### config.mk
export PLATFORM = sky130hd
export DESIGN_NAME = bp_pht_sched
export DESIGN_NICKNAME = d
export VERILOG_FILES = /design/src/rtl/bp_pht_sched.sv
export SDC_FILE = /design/constraint.sdc
export NUM_CORES = 1
export LEC_CHECK = 0
export BUFFER_PORTS_ARGS = -buffer_cell sky130_fd_sc_hd__buf_2
export CAP_MARGIN = 20
export CORE_UTILIZATION = 60
export DETAILED_ROUTE_END_ITERATION = 7
export HOLD_SLACK_MARGIN = 0.1
export PLACE_DENSITY = 0.85
export RECOVER_POWER = 25
export SETUP_SLACK_MARGIN = 0.05
export SYNTH_ARGS = -nofsm -noshare
export SYNTH_HDL_FRONTEND = slang
export SYNTH_SLANG_ARGS = --single-unit
### constraint.sdc
create_clock -name i_clk -period 4.2 [get_ports i_clk]
set_input_delay 1.05 -clock i_clk [delete_from_list [all_inputs] [get_ports i_clk]]
set_output_delay 1.05 -clock i_clk [all_outputs]
set_load 0.005 [all_outputs]
### src/rtl/bp_pht_sched.sv
// PHT port scheduler: arbitrates fetch lookups against queued branch updates
// and keeps the speculative and committed global history registers.
module bp_pht_sched #(
    parameter int DEPTH      = 4,
    parameter int GHR_W      = 8,
    parameter int STARVE_MAX = 3
) (
    input  logic             i_clk,
    input  logic             i_rst_n,
    input  logic             i_lkp_req,
    input  logic [31:0]      i_lkp_pc,
    output logic             o_lkp_gnt,
    output logic [GHR_W-1:0] o_lkp_ghr,
    input  logic             i_spec_valid,
    input  logic             i_spec_taken,
    input  logic             i_res_valid,
    output logic             o_res_ready,
    input  logic [31:0]      i_res_pc,
    input  logic [GHR_W-1:0] i_res_ghr,
    input  logic             i_res_taken,
    input  logic             i_res_bias,
    input  logic             i_res_mispredict,
    output logic [31:0]      o_pht_pc,
    output logic [GHR_W-1:0] o_pht_ghr,
    output logic             o_pht_valid_update,
    output logic             o_pht_actual_taken,
    output logic             o_pht_bias,
    output logic [GHR_W-1:0] o_commit_ghr
);

    localparam int AW = $clog2(DEPTH);
    localparam int SW = $clog2(STARVE_MAX + 1);
    localparam logic [AW:0]   FULL_CNT = DEPTH[AW:0];
    localparam logic [SW-1:0] SMAX     = STARVE_MAX[SW-1:0];

    logic [31:0]      q_pc    [DEPTH];
    logic [GHR_W-1:0] q_ghr   [DEPTH];
    logic             q_taken [DEPTH];
    logic             q_bias  [DEPTH];

    logic [AW-1:0]    wr_ptr;
    logic [AW-1:0]    rd_ptr;
    logic [AW:0]      count;
    logic [SW-1:0]    starve;
    logic [GHR_W-1:0] spec_ghr;
    logic [GHR_W-1:0] commit_ghr;

    logic full;
    logic empty;
    logic force_upd;
    logic upd_issue;
    logic push;

    assign full      = (count == FULL_CNT);
    assign empty     = (count == '0);
    assign force_upd = full || (starve == SMAX);
    assign upd_issue = !empty && (force_upd || !i_lkp_req);
    assign push      = i_res_valid && !full;

    assign o_res_ready  = !full;
    assign o_lkp_gnt    = i_lkp_req && !upd_issue;
    assign o_lkp_ghr    = spec_ghr;
    assign o_commit_ghr = commit_ghr;

    // Idle port presents the lookup fields so the PHT read path stays warm.
    assign o_pht_valid_update = upd_issue;
    assign o_pht_pc           = upd_issue ? q_pc[rd_ptr]    : i_lkp_pc;
    assign o_pht_ghr          = upd_issue ? q_ghr[rd_ptr]   : spec_ghr;
    assign o_pht_actual_taken = upd_issue ? q_taken[rd_ptr] : 1'b0;
    assign o_pht_bias         = upd_issue ? q_bias[rd_ptr]  : 1'b0;

    always_ff @(posedge i_clk) begin
        if (push) begin
            q_pc[wr_ptr]    <= i_res_pc;
            q_ghr[wr_ptr]   <= i_res_ghr;
            q_taken[wr_ptr] <= i_res_taken;
            q_bias[wr_ptr]  <= i_res_bias;
        end
    end

    always_ff @(posedge i_clk or negedge i_rst_n) begin
        if (!i_rst_n) begin
            wr_ptr <= '0;
            rd_ptr <= '0;
            count  <= '0;
        end else begin
            if (push)
                wr_ptr <= wr_ptr + 1'b1;
            if (upd_issue)
                rd_ptr <= rd_ptr + 1'b1;
            if (push && !upd_issue)
                count <= count + 1'b1;
            else if (!push && upd_issue)
                count <= count - 1'b1;
        end
    end

    always_ff @(posedge i_clk or negedge i_rst_n) begin
        if (!i_rst_n)
            starve <= '0;
        else if (upd_issue || empty)
            starve <= '0;
        else if (starve != SMAX)
            starve <= starve + 1'b1;
    end

    // A mispredict rebuilds history from the resolved snapshot and wins
    // over any prediction made in the same cycle.
    always_ff @(posedge i_clk or negedge i_rst_n) begin
        if (!i_rst_n) begin
            spec_ghr   <= '0;
            commit_ghr <= '0;
        end else begin
            if (push && i_res_mispredict)
                spec_ghr <= {i_res_ghr[GHR_W-2:0], i_res_taken};
            else if (i_spec_valid && o_lkp_gnt)
                spec_ghr <= {spec_ghr[GHR_W-2:0], i_spec_taken};
            if (push)
                commit_ghr <= {commit_ghr[GHR_W-2:0], i_res_taken};
        end
    end

endmodule

==> summary.txt <==
Synth Warn # -> 0
Post-Layout Cell Count -> 710
Synth top area share -> 64.2%
Starting Density -> 62.0%
mapped cell area -> 0.00786 sq mm
Post-Route WL -> 14400 um
count leader, synth -> edfxtp_1
HPWL after DPL -> 9140 um
Initial DRC Count -> 349
PD cells -> 696 mW/mm^2
final hold vios -> 0
diodes inserted -> 0
CTS buffer count -> 17
global route total overflow -> 0
layout cells sized above 1 -> 44.2%
Post-synth top flop -> edfxtp_1
hold-fix buffers at CTS -> 0
Yosys reg bits -> 193
Tot Pwr -> 6.42 mW
clock tree buffer depth -> 2
crit-path cells -> buf_12 > mux4_2 > mux2_2 > buf_2
Max Slew Vio Count -> 0
Crit path required time -> 3.15 ns
status -> complete, no violations
Synth async-reset ratio -> 13.0%
DIE WIDTH -> 116 um
CP Capture Type -> primary output
number of remaining DRC errors -> 0
# setup viols final -> 0
Nets -> 614
CTS sink count -> 193
maximum vdd drop -> 0.461 mV
clock root buffer -> clkbuf_16
Layout area overhead -> 17.4%
H-tree depth -> 4
Seq/Total Area, Yosys -> 72.1%
Post-Route Setup TNS -> 0 ns
die footprint -> 0.0136 sq mm
Netlist cell types -> 31
worst hold path class -> reg2reg
synthesized instance count -> 376
Critical Path Slowest Stage Cell -> dfrtp_4
WS Path Type -> reg2out
Worst Tran Pin Value -> 0.720 ns
Slew HR -> 52.0%
First-pass DRT Iterations -> 6
Tot GR Track Use -> 22.5%
Worst-Skew Late Latency -> 0.43 ns
critical path startpoint category -> register
PortBufs -> 141
Avg WL per Cell -> 20.2 um
Boundary Pins -> 142
top cells by area, synth -> edfxtp_1 64%, mux4_2 12%, dfrtp_1 8.0%
leak pwr -> 3.30 nW
Via Count -> 4090
Mean Syn Cell Area -> 20.9 sq um
Setup Fix Bufs, Post-CTS -> 0
row count -> 41
post-CTS resize count -> 0
number of synthesized flops with an enable pin -> 168
Final Critical Period -> 3.47 ns
Synth top cells by count -> 168 x edfxtp_1, 46 x mux2_2, 42 x mux4_2
achievable clock frequency -> 288 MHz
Max-Cap Viols -> 0
CTS tree -> yes
initial antenna violation count -> 0
Worst-path clk slew -> 0.06 ns
vias per cell -> 5.76
crit-path max FO -> 23
pin count of the biggest net entering global routing -> 43
core area -> 0.0127 sq mm
Routed Antenna Nets -> 0
skew final -> 0.00606 ns
first-pass GRT wire length -> 21400 um
unrepaired setup endpoints after global routing -> no
Synthesized Nets -> 464
placed instance count -> 678
Die Y -> 116 um
Worst EP arrival -> 2.42 ns
CP peak stage delay -> 0.74 ns
GP Congestion -> 0.784
largest area contributor in the netlist -> edfxtp_1
Final period util -> 82.6%
vias in the first global route -> 4112
layout by cell type (no fill, tap or decap), types with 2 or more instances in the layout:
cell,Yosys,routed
xnor2_1,4,4
nor2_1,2,2
clkbuf_1,5,35
buf_12,0,2
xor2_1,2,2
o31ai_1,8,8
buf_4,2,6
clkbuf_16,0,17
buf_2,4,110
and3_2,0,4
nor2b_1,2,2
mux4_2,42,42
edfxtp_1,168,168
clkinv_2,0,5
mux2_1,4,4
ha_1,6,6
dfrtp_1,25,23
clkinv_1,0,4
or4b_1,8,8
mux2_2,46,46
a31oi_1,8,8
inv_1,6,6
nand2_1,3,3
nor3_1,9,9
through the flow:
stage | setup WS [ns] | hold slack, ns | utilization, % | area, sq um
2_1_floorplan | 1.17 | 0.419 | - | 7860
3_3_place_gp | 0.861 | 0.428 | 68.9 | 8730
3_5_place_dp | 0.787 | 0.435 | 68.9 | 8730
4_1_cts | 0.657 | 0.444 | 72.9 | 9240
5_1_grt | 0.578 | 0.461 | 72.9 | 9230
6_report | 0.731 | 0.438 | 72.9 | 9230
routing by layer:
| layer | wire length [um] | share of wire (%) | track usage [%] |
|---|---|---|---|
| met1 | 6040 | 42 | 29.4 |
| met2 | 7330 | 51 | 36.4 |
| met3 | 778 | 5.4 | 5.35 |
| met4 | 219 | 1.5 | 10.3 |
| met5 | 0 | 0 | 0 |
worst max-delay path: cells and delay by family, from the launching register on:
kind	cells	cell delay (ns)
mux	2	0.84
flops	1	0.74
buf+inv	2	0.41
cell type report:
type | instances | area [sq um]
Inverter | 6 | 22.5
Multi-Input combinational cell | 158 | 2030
Clock buffer | 21 | 440
Fill cell | 768 | 3440
Tap cell | 172 | 215
Sequential cell | 193 | 5680
Clock inverter | 10 | 70.1
Timing Repair Buffer | 150 | 779
final timing paths:
check / from / endpoint / slack [ns] / cells after the start
hold reg to reg: starve[0] / starve[0] / 0.44 / 1
hold / removal: starve[0] / starve[0] / 0.44 / 1
max in group asynchronous: i_rst_n / rd_ptr[0] / 3.14 / 1
setup reg to reg: count[1] / count[1] / 1.57 / 8
setup / recovery: rd_ptr[0] / o_pht_ghr[1] / 0.73 / 4
min in group asynchronous: i_rst_n / o_commit_ghr[1] / 0.62 / 1
report_power, final:
group          total [mW]  internal, mW  switching [mW]
Combinational        2.14          1.19           0.951
Clock                1.42         0.798           0.620
Sequential           2.86          2.57           0.291
Total                6.42          4.56            1.86
registers in the layout, summed over array words and instances (netlist names):
| register | cells |
|---|---|
| o_commit_ghr | 8 |
| q_bias | 4 |
| count | 3 |
| starve | 2 |
| q_taken | 4 |
| q_ghr | 32 |
| rd_ptr | 2 |
| wr_ptr | 2 |
| q_pc | 128 |
| o_lkp_ghr | 8 |
cell families after synthesis:
family,count (synthesis),share of synthesized area [%]
AO/OA/AOI/OAI,19,1.80
XOR/XNOR,6,0.669
adder cells (fa/ha/maj),7,1.21
buffers and inverters,25,2.12
flip-flops,193,72.1
multiplexers,92,19.2
AND/OR/NAND/NOR,34,2.87
Note: power is estimated with default switching activity, not from simulation.
